===== src/rtl/uart_frac_baud_gen.sv =====
// Fractional UART baud generator: oversample, TX bit and RX mid-bit ticks from a runtime divisor.
// Optional macro UART_BAUD_SQUARE_EN adds baud_clk, a square wave toggled on every tx_tick.
module uart_frac_baud_gen #(
    parameter int DIV_W       = 16,
    parameter int FRAC_W      = 4,
    parameter int OVS         = 16,
    parameter int DEFAULT_DIV = 3
) (
    input  logic              clk,
    input  logic              rst_n,
    input  logic              en,
    input  logic [DIV_W-1:0]  div_int,
    input  logic [FRAC_W-1:0] div_frac,
    input  logic              div_load,
    input  logic              rx_resync,
    output logic              div_pending,
    output logic              os_tick,
    output logic              tx_tick,
    output logic              rx_tick
`ifdef UART_BAUD_SQUARE_EN
    ,
    output logic              baud_clk
`endif
);

    localparam int CNT_W = DIV_W + 1;
    localparam int PH_W  = $clog2(OVS);
    localparam logic [DIV_W-1:0]  DIV_RST = DIV_W'(DEFAULT_DIV);
    localparam logic [DIV_W-1:0]  DIV_MIN = DIV_W'(32'd2);
    localparam logic [PH_W-1:0]   PH_LAST = PH_W'(OVS - 1);
    localparam logic [PH_W-1:0]   PH_RX   = PH_W'(OVS / 2 - 1);

    logic [DIV_W-1:0]  act_int_r,  act_int_nxt_s;
    logic [FRAC_W-1:0] act_frac_r, act_frac_nxt_s;
    logic [DIV_W-1:0]  shd_int_r,  shd_int_nxt_s;
    logic [FRAC_W-1:0] shd_frac_r, shd_frac_nxt_s;
    logic              pend_r,     pend_nxt_s;
    logic [CNT_W-1:0]  cnt_r,      cnt_nxt_s;
    logic [FRAC_W-1:0] acc_r,      acc_nxt_s;
    logic              ext_r,      ext_nxt_s;
    logic [PH_W-1:0]   tx_ph_r,    tx_ph_nxt_s;
    logic [PH_W-1:0]   rx_ph_r,    rx_ph_nxt_s;
    logic              os_tick_r,  os_tick_nxt_s;
    logic              tx_tick_r,  tx_tick_nxt_s;
    logic              rx_tick_r,  rx_tick_nxt_s;

    logic [DIV_W-1:0]  int_eff_s;
    logic [CNT_W-1:0]  last_s;
    logic              hit_s;
    logic              apply_s;
    logic [FRAC_W-1:0] frac_use_s;
    logic [FRAC_W:0]   sum_s;

`ifdef UART_BAUD_SQUARE_EN
    logic              baud_r, baud_nxt_s;
`endif

    // Interval timing, divisor shadow/apply and phase counters.
    always_comb begin
        act_int_nxt_s  = act_int_r;
        act_frac_nxt_s = act_frac_r;
        shd_int_nxt_s  = shd_int_r;
        shd_frac_nxt_s = shd_frac_r;
        pend_nxt_s     = pend_r;
        cnt_nxt_s      = cnt_r;
        acc_nxt_s      = acc_r;
        ext_nxt_s      = ext_r;
        tx_ph_nxt_s    = tx_ph_r;
        rx_ph_nxt_s    = rx_ph_r;
        os_tick_nxt_s  = 1'b0;
        tx_tick_nxt_s  = 1'b0;
        rx_tick_nxt_s  = 1'b0;
`ifdef UART_BAUD_SQUARE_EN
        baud_nxt_s     = baud_r;
`endif

        // Divisors below 2 would allow back-to-back ticks, so they are clamped.
        if (act_int_r < DIV_MIN) begin
            int_eff_s = DIV_MIN;
        end else begin
            int_eff_s = act_int_r;
        end
        last_s = {1'b0, int_eff_s} - CNT_W'(1'b1) + {{DIV_W{1'b0}}, ext_r};
        hit_s  = en & (cnt_r == last_s);

        if (en) begin
            apply_s = pend_r & hit_s;
        end else begin
            apply_s = pend_r;
        end

        // The frac applied at a tick decides the carry of the interval it starts.
        if (apply_s) begin
            frac_use_s     = shd_frac_r;
            act_int_nxt_s  = shd_int_r;
            act_frac_nxt_s = shd_frac_r;
        end else begin
            frac_use_s     = act_frac_r;
        end
        sum_s = {1'b0, acc_r} + {1'b0, frac_use_s};

        if (div_load) begin
            shd_int_nxt_s  = div_int;
            shd_frac_nxt_s = div_frac;
            pend_nxt_s     = 1'b1;
        end else if (apply_s) begin
            pend_nxt_s     = 1'b0;
        end else begin
            pend_nxt_s     = pend_r;
        end

        if (!en) begin
            cnt_nxt_s   = '0;
            acc_nxt_s   = '0;
            ext_nxt_s   = 1'b0;
            tx_ph_nxt_s = '0;
            rx_ph_nxt_s = '0;
`ifdef UART_BAUD_SQUARE_EN
            baud_nxt_s  = 1'b0;
`endif
        end else begin
            if (hit_s) begin
                cnt_nxt_s     = '0;
                acc_nxt_s     = sum_s[FRAC_W-1:0];
                ext_nxt_s     = sum_s[FRAC_W];
                os_tick_nxt_s = 1'b1;
                tx_ph_nxt_s   = tx_ph_r + PH_W'(1'b1);
                tx_tick_nxt_s = (tx_ph_r == PH_LAST);
`ifdef UART_BAUD_SQUARE_EN
                baud_nxt_s    = baud_r ^ (tx_ph_r == PH_LAST);
`endif
            end else begin
                cnt_nxt_s     = cnt_r + CNT_W'(1'b1);
            end
            // A resync overrides a coincident tick for the RX phase only.
            if (rx_resync) begin
                rx_ph_nxt_s   = '0;
            end else if (hit_s) begin
                rx_ph_nxt_s   = rx_ph_r + PH_W'(1'b1);
                rx_tick_nxt_s = (rx_ph_r == PH_RX);
            end else begin
                rx_ph_nxt_s   = rx_ph_r;
            end
        end
    end

    // State register with asynchronous reset to the default divisor.
    always_ff @(posedge clk or negedge rst_n) begin
        if (!rst_n) begin
            act_int_r  <= DIV_RST;
            act_frac_r <= '0;
            shd_int_r  <= DIV_RST;
            shd_frac_r <= '0;
            pend_r     <= 1'b0;
            cnt_r      <= '0;
            acc_r      <= '0;
            ext_r      <= 1'b0;
            tx_ph_r    <= '0;
            rx_ph_r    <= '0;
            os_tick_r  <= 1'b0;
            tx_tick_r  <= 1'b0;
            rx_tick_r  <= 1'b0;
`ifdef UART_BAUD_SQUARE_EN
            baud_r     <= 1'b0;
`endif
        end else begin
            act_int_r  <= act_int_nxt_s;
            act_frac_r <= act_frac_nxt_s;
            shd_int_r  <= shd_int_nxt_s;
            shd_frac_r <= shd_frac_nxt_s;
            pend_r     <= pend_nxt_s;
            cnt_r      <= cnt_nxt_s;
            acc_r      <= acc_nxt_s;
            ext_r      <= ext_nxt_s;
            tx_ph_r    <= tx_ph_nxt_s;
            rx_ph_r    <= rx_ph_nxt_s;
            os_tick_r  <= os_tick_nxt_s;
            tx_tick_r  <= tx_tick_nxt_s;
            rx_tick_r  <= rx_tick_nxt_s;
`ifdef UART_BAUD_SQUARE_EN
            baud_r     <= baud_nxt_s;
`endif
        end
    end

    assign div_pending = pend_r;
    assign os_tick     = os_tick_r;
    assign tx_tick     = tx_tick_r;
    assign rx_tick     = rx_tick_r;
`ifdef UART_BAUD_SQUARE_EN
    assign baud_clk    = baud_r;
`endif

endmodule

===== config.mk =====
export PLATFORM = sky130hd
export DESIGN_NAME = uart_frac_baud_gen
export DESIGN_NICKNAME = d
export VERILOG_FILES = /design/src/rtl/uart_frac_baud_gen.sv
export SDC_FILE = /design/constraint.sdc
export NUM_CORES = 1
export LEC_CHECK = 0
export BUFFER_PORTS_ARGS = -buffer_cell sky130_fd_sc_hd__buf_2
export CAP_MARGIN = 0
export CORE_MARGIN = 3
export CORE_UTILIZATION = 35
export DETAILED_ROUTE_END_ITERATION = 16
export PLACE_DENSITY_LB_ADDON = 0.08
export SLEW_MARGIN = 10
export SYNTH_ARGS = -nofsm -noshare
export SYNTH_HDL_FRONTEND = slang
export SYNTH_SLANG_ARGS = --single-unit

===== constraint.sdc =====
create_clock -name clk -period 8.45 [get_ports clk]
set_input_delay 0.845 -clock clk [delete_from_list [all_inputs] [get_ports clk]]
set_output_delay 0.845 -clock clk [all_outputs]
set_load 0.02 [all_outputs]

==> impl_results.md <==
- Post-DP HPWL: between 7 and 8 mm
- Top_reg_cell synth: dfrtp_1
- Syn-to-layout area delta: 10.2%
- Syn nets: around 530
- Vias per cell: approximately 5.5
- Multi-input gate area in the final layout: approximately 2500 um^2
- Arr. time, crit path: between 5 and 6 ns
- Total of max-cap violations: 0
- Placement Rows: 41
- Largest family of logic cells by synthesized area: simple AND/OR/NAND/NOR gates
- Total grt overflow: 0
- Max FO, Critical Path: 45
- Pin count of the biggest net entering global routing: 75
- Syn. warnings: 0
- IO Pins: 29
- DRC: 0
- First-pass GRT wire length: ~19 mm
- Post-synthesis xor/xnor area fraction: 0.0680
- LEAKAGE: just over 2 nW
- Starting Density: 0.363
- Mapped Cells: about 500
- Ant. Diodes: 0
- Fmax: approximately 190 MHz
- Clock Path Buffers: 2
- Number of port buffers: 28
- Unique masters post-synth: 54
- Setup bufs post-CTS: 0
- Nets: roughly 530
- Cell area after synthesis: 4630 um^2
- RD Place Congestion: 0.873
- Synth top area share: 0.378
- Hold-fix buffers, CTS: 0
- Clock root buffer: clkbuf_16
- Post-Synth Adder-Cell Area: 0.0286
- Setup Skew: 0.00930 ns
- Final hold viol count: 0
- Ranking of synthesized cells by area: dfrtp_1 (38%), mux2_2 (4.9%), a222oi_1 (4.1%)
- Flops & latches, synth: 74
- First-pass detailed-route iteration total: 7
- Clk_lat worst skew: 0.34 ns
- Tot Pwr: 0.993 mW
- Detailed Route WL: 11.2 mm
- TritonCTS Buffers: 9
- Die Y-Extent: 121 um
- Final Setup Violations: 0
- VDD IR max: 0.0976 mV
- Via count of the routed design: 3718
- Register area: approximately 1900 um^2
- Fin crit period: 5.16 ns
- Chip width: between 100 and 150 um
- Rel. slew slack: 0.362
- Synthesized area per cell: ~9.5 um^2
- Fin Setup TNS: 0 ns
- TritonCTS clock tree: built
- Worst hold path class: flip-flop to flip-flop
- Clk slew on worst S/H paths: about 0.060 ns
- DIE AREA: 14700 um^2
- Status: finished clean
- Initial antenna violation count: 0
- Post-synthesis sequential area ratio: 0.401
- Mux share of post-synthesis cell area: 0.0810
- ANT nets after route: 0
- Pwr dens: 194 nW/um^2
- DRT iter0 DRCs: around 360
- Number of global-route vias before repair: 3525
- Worst Path Required: just under 9 ns
- Total GRT Usage: 0.165
- Final Max Slew Viols: 0
- Post-synth top area cell: dfrtp_1
- Clock H-tree levels: 3
- Wire length per cell: about 17 um
- Critical Path Start Type: flip-flop
- Ys async rst share: 1.00
- Worst-Margin Slew: approximately 0.96 ns
- RSZ-0062 raised after global routing: false
- Layout cells sized above 1: 0.162
- Number of synthesized flops with an enable pin: 0
- Fill cells: 1281
- Clk sinks: 74
- Period utilisation layout: 0.611
- Synth Area in Simple Gates: 0.264
- Crit end category: flip-flop
- Synth Area in Compound Gates: 0.106
- Crit path kind: flip-flop to flip-flop
- Post-CTS resize count: 0
- Core area: between 10000 and 15000 um^2
==> synthesized netlist by cell type (2+ instances only) <==
cell type / count
clkbuf_1: 26
dfstp_2: 4
nand2b_1: 7
nand2_1: 47
nand4_1: 6
o21ai_0: 22
mux2i_1: 15
dfrtp_1: 70
o211ai_1: 3
nor2_1: 29
buf_6: 5
nand3_1: 33
nor2b_1: 6
xnor2_1: 20
a21oi_1: 6
xor2_1: 16
nor3_1: 12
o41ai_1: 2
or4_1: 24
ha_1: 9
o21ai_1: 2
a222oi_1: 19
nor4_1: 7
buf_2: 9
and3_1: 10
or4_4: 3
nand4b_1: 2
and2_1: 20
or3_1: 4
mux2_2: 20
inv_1: 9
==> metal layers <==
layer / wire length, um / part of all wire / track usage / vias up
met1: 5500 / 0.49 / 0.241 / 1830
li1: - / - / - / 1798
met5: 0 / 0 / 0 / -
met4: 206 / 0.018 / 0.0659 / 0
met3: 421 / 0.038 / 0.0266 / 11
met2: 5040 / 0.45 / 0.241 / 79
==> power breakdown <==
group          switching (mW)  leakage [nW]  total, mW  internal [mW]
Clock                   0.150         0.139      0.363          0.214
Sequential             0.0569         0.916      0.447          0.390
Combinational          0.0998         0.965      0.183         0.0827
==> cell type report <==
type                            instances  share of cell area
Multi-Input combinational cell        366               0.497
Sequential cell                        74               0.364
Clock buffer                           13              0.0510
Tap cell                              172              0.0421
Timing Repair Buffer                   34              0.0368
Inverter                                9             0.00662
Clock inverter                          3             0.00294
==> state kept, by name, summed over array words and instances, names as in the netlist, 4 cells and up <==
name and flops:
cnt_r 17, act_int_r 16, shd_int_r 16, acc_r 4, act_frac_r 4, rx_ph_r 4
shd_frac_r 4, tx_ph_r 4
==> per-stage QoR <==
stage	setup slack [ns]	instance area (um^2)	util	std cells	hold WS, ns
finish	3.29	5110	0.400	671	0.511
global route	2.81	5110	0.400	671	0.528
CTS	3.28	5110	0.400	671	0.512
detailed placement	3.29	4830	0.378	655	0.496
global placement	3.41	4830	0.378	655	0.508
floorplan	3.65	4630	-	490	0.481
==> logic make-up (layout without fill, tap and decap cells) <==
| family | after synthesis | count (layout) |
|---|---|---|
| buffers and inverters | 50 | 59 |
| adder cells (fa/ha/maj) | 10 | 10 |
| XOR/XNOR | 36 | 36 |
| AND/OR/NAND/NOR | 220 | 220 |
| multiplexers | 35 | 35 |
| flip-flops | 74 | 74 |
| AO/OA/AOI/OAI | 65 | 65 |
==> worst paths after layout <==
path | slack (ns) | cells after the start | endpoint | start
worst max register to register | 3.29 | 18 | acc_r[3]$_DFFE_PN0P_ | act_int_r[4]$_DFFE_PN0N_
min in group asynchronous | 0.66 | 1 | act_int_r[9]$_DFFE_PN0N_ | rst_n
worst max-delay path | 3.29 | 18 | acc_r[3]$_DFFE_PN0P_ | act_int_r[4]$_DFFE_PN0N_
worst min-delay path | 0.51 | 1 | shd_frac_r[3]$_DFFE_PN0P_ | shd_frac_r[3]$_DFFE_PN0P_
worst min register to register | 0.51 | 1 | shd_frac_r[3]$_DFFE_PN0P_ | shd_frac_r[3]$_DFFE_PN0P_
max in group asynchronous | 7.17 | 1 | act_int_r[15]$_DFFE_PN0N_ | rst_n
==> layout by cell type, fill, tap and decap left out, types with 6 or more instances in the layout <==
cell,netlist,routed
o21ai_0,22,22
buf_2,9,27
and2_1,20,20
nor3_1,12,12
mux2i_1,15,15
xnor2_1,20,20
inv_1,9,9
buf_4,1,7
nor4_1,7,7
a21oi_1,6,6
or4_1,24,24
xor2_1,16,16
dfrtp_1,70,70
nand3_1,33,33
and3_1,10,10
nand2_1,47,47
a222oi_1,19,19
mux2_2,20,20
nor2b_1,6,6
ha_1,9,9
nand2b_1,7,7
clkbuf_16,0,9
nand4_1,6,6
nor2_1,29,29
==> worst max-delay path, stage by stage, from the launching register on <==
cell and delay [ns]:
dfrtp_1 0.46, nor4_4 0.48, nand4_1 0.22, nand2_1 0.12, ha_1 0.20, ha_1 0.32
nor3b_1 0.28, nand4b_1 0.14, a211o_1 0.31, and3_1 0.15, or4_4 0.75, or4_1 0.57
nand3_1 0.17, ha_1 0.26, a21o_1 0.16, a21oi_1 0.17, xnor2_1 0.13, nand2_1 0.07
mux2i_1 0.14
No activity file was read; power rests on OpenSTA's default activity.
